[config.mk]
export PLATFORM = sky130hd
export DESIGN_NAME = multi_debouncer
export DESIGN_NICKNAME = d
export VERILOG_FILES = /design/src/rtl/multi_debouncer.sv
export SDC_FILE = /design/constraint.sdc
export NUM_CORES = 1
export LEC_CHECK = 0
export CORE_MARGIN = 2
export CORE_UTILIZATION = 55
export CTS_CLUSTER_DIAMETER = 120
export CTS_CLUSTER_SIZE = 28
export DETAILED_ROUTE_END_ITERATION = 10
export PLACE_DENSITY = 0.73
export SLEW_MARGIN = 5
export SYNTH_ARGS = -nofsm -noshare
export SYNTH_HDL_FRONTEND = slang
export SYNTH_SLANG_ARGS = --single-unit
export TNS_END_PERCENT = 10
[constraint.sdc]
create_clock -name CLK -period 2.55 [get_ports CLK]
set_input_delay 0.3825 -clock CLK [delete_from_list [all_inputs] [get_ports CLK]]
set_output_delay 0.3825 -clock CLK [all_outputs]
set_load 0.005 [all_outputs]
[src/rtl/multi_debouncer.sv]
// N-channel push-button debouncer: 2-FF synchroniser, polarity normalisation,
// debounced level with press/release pulses, long-press flag and auto-repeat.
module multi_debouncer #(
   parameter int CHANNELS        = 4,
   parameter int DEBOUNCE_CYCLES = 131071,
   parameter int LONG_CYCLES     = 25000000,
   parameter int REPEAT_CYCLES   = 5000000,
   parameter int ACTIVE_LOW      = 1
) (
   input  logic                CLK,
   input  logic                RESET_N,
   input  logic [CHANNELS-1:0] switch_in,
   input  logic [CHANNELS-1:0] repeat_en,
   output logic [CHANNELS-1:0] state,
   output logic [CHANNELS-1:0] trans_up,
   output logic [CHANNELS-1:0] trans_dn,
   output logic [CHANNELS-1:0] long_press,
   output logic [CHANNELS-1:0] long_held,
   output logic [CHANNELS-1:0] repeat_pulse
);

   localparam int DW   = $clog2(DEBOUNCE_CYCLES + 1);
   localparam int HMAX = (LONG_CYCLES > REPEAT_CYCLES) ? LONG_CYCLES : REPEAT_CYCLES;
   localparam int HW   = $clog2(HMAX + 1);

   localparam logic [DW-1:0] DEB_LAST  = DW'(DEBOUNCE_CYCLES - 1);
   localparam logic [HW-1:0] LONG_LAST = HW'(LONG_CYCLES - 1);
   localparam logic [HW-1:0] REP_LAST  = HW'(REPEAT_CYCLES - 1);

   typedef enum logic [1:0] {ST_REL, ST_PRS, ST_LONG} hold_t;

   generate
      for (genvar gi = 0; gi < CHANNELS; gi++) begin : g_ch
         logic          raw;
         logic          sync0_reg, sync1_reg;
         logic [DW-1:0] dcnt_reg;
         logic          state_reg, up_reg, dn_reg;
         logic          accept, press_acc, rel_acc;
         hold_t         hst_reg, hst_next;
         logic [HW-1:0] hcnt_reg, hcnt_next;
         logic          lp_reg, lp_next, lh_reg, lh_next, rp_reg, rp_next;

         assign raw       = (ACTIVE_LOW != 0) ? ~switch_in[gi] : switch_in[gi];
         assign accept    = (sync1_reg != state_reg) && (dcnt_reg == DEB_LAST);
         assign press_acc = accept & ~state_reg;
         assign rel_acc   = accept & state_reg;

         always_ff @(posedge CLK or negedge RESET_N) begin
            if (!RESET_N) begin
               sync0_reg <= 1'b0;
               sync1_reg <= 1'b0;
               dcnt_reg  <= '0;
               state_reg <= 1'b0;
               up_reg    <= 1'b0;
               dn_reg    <= 1'b0;
            end else begin
               sync0_reg <= raw;
               sync1_reg <= sync0_reg;
               up_reg    <= press_acc;
               dn_reg    <= rel_acc;
               // Any return to the current level restarts the stability count.
               if (sync1_reg == state_reg) begin
                  dcnt_reg <= '0;
               end else if (accept) begin
                  state_reg <= ~state_reg;
                  dcnt_reg  <= '0;
               end else begin
                  dcnt_reg <= dcnt_reg + DW'(1);
               end
            end
         end

         always_ff @(posedge CLK or negedge RESET_N) begin
            if (!RESET_N) begin
               hst_reg  <= ST_REL;
               hcnt_reg <= '0;
               lp_reg   <= 1'b0;
               lh_reg   <= 1'b0;
               rp_reg   <= 1'b0;
            end else begin
               hst_reg  <= hst_next;
               hcnt_reg <= hcnt_next;
               lp_reg   <= lp_next;
               lh_reg   <= lh_next;
               rp_reg   <= rp_next;
            end
         end

         // Release acceptance takes priority over a hold-counter expiry.
         always_comb begin
            hst_next  = hst_reg;
            hcnt_next = hcnt_reg;
            lp_next   = 1'b0;
            lh_next   = lh_reg;
            rp_next   = 1'b0;
            case (hst_reg)
               ST_REL: begin
                  hcnt_next = '0;
                  lh_next   = 1'b0;
                  if (press_acc) hst_next = ST_PRS;
               end
               ST_PRS: begin
                  if (rel_acc) begin
                     hst_next  = ST_REL;
                     hcnt_next = '0;
                  end else if (hcnt_reg == LONG_LAST) begin
                     hst_next  = ST_LONG;
                     hcnt_next = '0;
                     lp_next   = 1'b1;
                     lh_next   = 1'b1;
                  end else begin
                     hcnt_next = hcnt_reg + HW'(1);
                  end
               end
               ST_LONG: begin
                  if (rel_acc) begin
                     hst_next  = ST_REL;
                     hcnt_next = '0;
                     lh_next   = 1'b0;
                  end else if (hcnt_reg == REP_LAST) begin
                     hcnt_next = '0;
                     rp_next   = repeat_en[gi];
                  end else begin
                     hcnt_next = hcnt_reg + HW'(1);
                  end
               end
               default: begin
                  hst_next  = ST_REL;
                  hcnt_next = '0;
                  lh_next   = 1'b0;
               end
            endcase
         end

         assign state[gi]        = state_reg;
         assign trans_up[gi]     = up_reg;
         assign trans_dn[gi]     = dn_reg;
         assign long_press[gi]   = lp_reg;
         assign long_held[gi]    = lh_reg;
         assign repeat_pulse[gi] = rp_reg;
      end
   endgenerate

endmodule

=== After elaboration in Yosys (flattened, before gate mapping) ===
Index checks and enable logic that the tools add are counted.

* Div/mod/pow operators: 0
* Muxes and demuxes: 88
* Multipliers: 0
* Shifts and indexed selects: 0
* Bitwise logic cells: 20
* $lt $le $gt $ge: 0
* Reductions and logical operators: 20
* $add $sub $neg: 8
* Equal/unequal tests: 48

{| class="wikitable"
|+ Operators with widths
! cell !! number
|-
| $mux W25 || 16
|-
| $pmux W25 S2 || 4
|-
| $mux W17 || 8
|-
| $add A25 B1 Y25 const B || 4
|-
| $eq A25 B23 Y1 const B || 4
|-
| $eq A25 B25 Y1 const B || 4
|-
| $add A17 B1 Y17 const B || 4
|-
| $eq A17 B17 Y1 const B || 4
|-
| $mux W1 || 36
|-
| $mux W2 || 16
|-
| $ne A2 B2 Y1 const B || 16
|-
| $pmux W2 S3 || 4
|-
| $reduce_and A3 Y1 || 8
|-
| $ne A3 B3 Y1 const B || 4
|-
| $not A1 Y1 || 12
|-
| $and A1 B1 Y1 || 8
|-
| $eq A2 B1 Y1 const B || 4
|-
| $eq A2 B2 Y1 const B || 4
|-
| $logic_not A2 Y1 || 4
|-
| $pmux W1 S2 || 4
|-
| $reduce_and A2 Y1 || 4
|-
| $eq A1 B1 Y1 || 4
|-
| $logic_and A1 B1 Y1 || 4
|-
| $ne A1 B1 Y1 || 4
|}

* Latch bits: 0
* RAM bits: 0
* Input bits: 10
* Logic and storage cells: 228
* Register bits after elaboration: 208
* Output and inout bits: 24
* ROM bits: 0
* Memories kept: 0

=== Logic depth before layout (Yosys ltp) ===
* Depth after elaboration: 5
* Gate-level depth with buffers: 9
* Mapped depth without buffers: 9

=== Least setup slack after synthesis ===
OpenSTA, ideal clock, no wires.

* Path kind: reg-to-reg
* From: register g_ch[3].hcnt_reg[10]
* To: register g_ch[3].hcnt_reg[14]
* Setup time: 119 ps
* Arrival time: 1,901 ps
* Buffers on the path: 1
* Path slack: 530 ps
* Stages on the path, launching flop included: 8
* Path through: dfrtp_1 > or4b_4 > nor4_2 > nand2_1 > a22o_1 > nand3_2 > buf_6 > nor2_1

* Cells in the longest elaborated chain, start to end: 4
* Elaborated cells on any way between the ends: 8
* Those cells by class: 1 x add/sub; 2 x eq/ne; 5 x mux

{| class="wikitable"
|+ RTL lines
! what !! line !! RTL
|-
| from (decl) || 40 || <nowiki>logic [HW-1:0] hcnt_reg, hcnt_next;</nowiki>
|-
| from (signal assigned) || 82 || <nowiki>hcnt_reg <= hcnt_next;</nowiki>
|-
| $add A25 B1 Y25, or another cell as far along || 112, 124 ||
|-
| $mux W25, on equally long branches || 120, 106 ||
|-
| $mux W25, on equally long branches || 116, 103 ||
|-
| $pmux W25 S2 * || 96 || <nowiki>case (hst_reg)</nowiki>
|-
| via g_ch[3].hcnt_next[14] || 40 ||
|}

The timed path passes the listed nets; every way through them passes the cells marked *.
A chain may end at the register's enable or synchronous reset.

=== Final worst setup path ===
* From: register g_ch[3].hcnt_reg[10]
* To: register g_ch[3].hcnt_reg[13]

The elaborated chain is that of the path after synthesis.

==> impl_metrics.json <==
{
  "antenna_cells": 0,
  "antenna_found_initial": 0,
  "ys_async_sr_fraction_pct": 100,
  "crit_chain": "or4b_4 -> nor4_2 -> nand2_1 -> a22o_1 -> nand3_2 -> nor2_1",
  "port_buffers": 33,
  "drive_above_1_share_pct": 3.80,
  "largest_reg_flops": 100,
  "netlist_instances": 1041,
  "vias": 6995,
  "syn_area_per_cell_um2": 9.80,
  "avgViaCountPerCell": 5.46,
  "worstPathRequired_ns": 2.88,
  "p_leak_uw": 0.00450,
  "fin_crit_ns": 2.32,
  "synth_area_um2": 10200,
  "grt_util_met1_pct": 26.8,
  "track_usage_pct": 18.6,
  "n_fill_cell": 1511,
  "ys_types": 56,
  "grt-busiest-layer": "met2",
  "start_util_pct": 56.4,
  "critPathArrivalTime_ns": 2.65,
  "grt_max_degree": 66,
  "vdd_drop_max_mv": 0.456,
  "drcViolationCount": 0,
  "worst_hold_path_type": "reg -> reg",
  "tightest_slew_ns": 0.762,
  "syn_to_final_growth_pct": 7.30,
  "fmaxAchievable_mhz": 432,
  "gr-total-overflow": 0,
  "seq_area_um2": 5200,
  "drt_iter0_drc": 344,
  "final_common_cell": "dfrtp_1",
  "end_kind": "register",
  "globalplace.congestion": 0.790,
  "period_share_pct": 90.8,
  "status": "complete, no violations",
  "slowest_delay_ns": 0.55,
  "final_cell_mix": "208 x dfrtp_1, 207 x nor2_1, 102 x xor2_1",
  "postCtsSetupBuffers": 0,
  "wirelength_mm": 17.5,
  "wl_per_cell_um": 13.7,
  "ys.flop_type": "dfrtp_1",
  "h-tree-depth": 1,
  "fin_setup_tns_ns": 0,
  "drv_slew": 0,
  "place_area_um2": 10600,
  "slew-limit-headroom_pct": 48.8,
  "critPathMaxFanout": 25,
  "critPathBufInv": 0,
  "finalSetupViolCount": 0,
  "tritoncts": "built",
  "cts_root_buffer": "clkbuf_16",
  "met3_usage_pct": 2.29,
  "synth-seq-cells": 208,
  "worst_slack_ns": 0.234,
  "cts_sinks": 208,
  "cts_buffers": 11,
  "cts_max_path_buffers": 3,
  "skew_ns": 0.0177,
  "use_met2_pct": 30.9,
  "synth_seq_area_share_pct": 51.0,
  "finalNetCount": 1087,
  "rsz0062_at_grt": "false",
  "clkSlewWorstSetupHoldPaths_ns": 0.10,
  "core_um2": 18100,
  "critPathLaunchType": "register",
  "die_w_um": 140,
  "synth_fp_nets": 1075,
  "ios": 34,
  "pre_cts_slack_ns": 0.231,
  "dieHeight_um": 140,
  "finish.utilization_pct": 60.5,
  "first_pass_iters": 4,
  "antenna_left": 0,
  "dieArea_um2": 19700,
  "path_class": "reg -> reg",
  "hpwlAfterDp_mm": 12.0,
  "grt_pass1_vias": 6878,
  "hold_violations": 0,
  "clk-insertion-delay-late_ns": 0.46,
  "power_density_nw_per_um2": 482,
  "synth_edf_count": 0,
  "max-cap-violations": 0,
  "crit_family": "simple AND/OR/NAND/NOR gates",
  "cp_slowest_cell": "or4b_4",
  "synth_warnings": 0,
  "postLayoutCellArea_um2": 10900,
  "rows": 49,
  "grt_pass1_wl_mm": 31.5,
  "multi_input_area_um2": 4570
}
==> final cells by class <==
class                           count  share of cell area, %
Clock buffer                       11                   2.51
Clock inverter                      1                  0.149
Inverter                           32                   1.10
Sequential cell                   208                   47.5
Timing Repair Buffer               46                   4.31
Tap cell                          229                   2.62
Multi-Input combinational cell    754                   41.8
==> metal layers <==
layer  vias up  share of wire (%)
met4         0               0.98
met1      3409                 50
li1       3504                  -
met5         -                  0
met3        12                2.8
met2        70                 46
==> stage by stage <==
step	power [µW]	std cells	hold slack [ns]
6_report	5280	1281	0.359
3_5_place_dp	3550	1268	0.339
5_1_grt	5530	1281	0.367
4_1_cts	5380	1281	0.363
3_3_place_gp	3550	1268	0.333
2_1_floorplan	3450	1041	0.0869
==> cells by family (layout without fill, tap and decap cells) <==
family / Yosys count / in the layout / synth area share (%)
simple gates: 530 / 530 / 25.9
flops: 208 / 208 / 51.0
xor+xnor: 146 / 146 / 12.5
buf+inv: 79 / 90 / 4.17
compound gates: 51 / 51 / 3.11
fa+ha+maj: 24 / 24 / 2.94
mux: 3 / 3 / 0.331
==> path summary, 6_finish.rpt <==
path | slack, ns | endpoint | cells past startpoint | start
setup / recovery | 0.23 | g_ch[3].hcnt_reg[13] | 6 | g_ch[3].hcnt_reg[10]
hold / removal | 0.36 | g_ch[3].sync1_reg | 0 | g_ch[3].sync0_reg
setup reg to reg | 0.23 | g_ch[3].hcnt_reg[13] | 6 | g_ch[3].hcnt_reg[10]
hold reg to reg | 0.36 | g_ch[3].sync1_reg | 0 | g_ch[3].sync0_reg
max in group asynchronous | 1.26 | g_ch[3].hcnt_reg[10] | 3 | RESET_N
min in group asynchronous | 0.46 | g_ch[2].hcnt_reg[2] | 2 | RESET_N
==> power by group <==
part           total (µW)  leakage, µW  switching (µW)  internal (µW)
Clock                1800     0.000143             998            798
Combinational         144      0.00148             102           42.9
Sequential           3340      0.00288            20.6           3320
==> repair_timing <==
action                    CTS  global route
hold buffers                1             0
hold endpoints to repair   62             0
gates resized for setup     0             0
==> cell usage after synthesis (2+ instances only) <==
cell	count	share of area [%]
dfrtp_1	208	51
nor2_1	207	7.6
xor2_1	102	8.8
nand2_1	74	2.7
nand3_1	67	3.3
nand4_1	47	2.9
xnor2_1	44	3.8
inv_1	32	1.2
buf_4	28	2.1
ha_1	24	2.9
o21ai_0	21	1.0
and4_1	20	1.7
and3_1	19	1.2
nor3_1	18	0.88
a21oi_1	12	0.59
nor4_1	11	0.67
or3_1	11	0.67
clkbuf_1	10	0.37
nor2b_1	9	0.55
nand2b_1	8	0.49
and2_1	6	0.37
buf_2	6	0.29
nor4bb_1	6	0.59
nand4b_1	5	0.43
mux2_2	3	0.33
nand3b_1	3	0.22
or2_2	3	0.18
or4_1	3	0.22
a211oi_1	2	0.15
and2_0	2	0.12
buf_6	2	0.22
nand3_2	2	0.20
nor4_2	2	0.25
or4b_1	2	0.20
No activity file was read; power rests on OpenSTA's default activity.
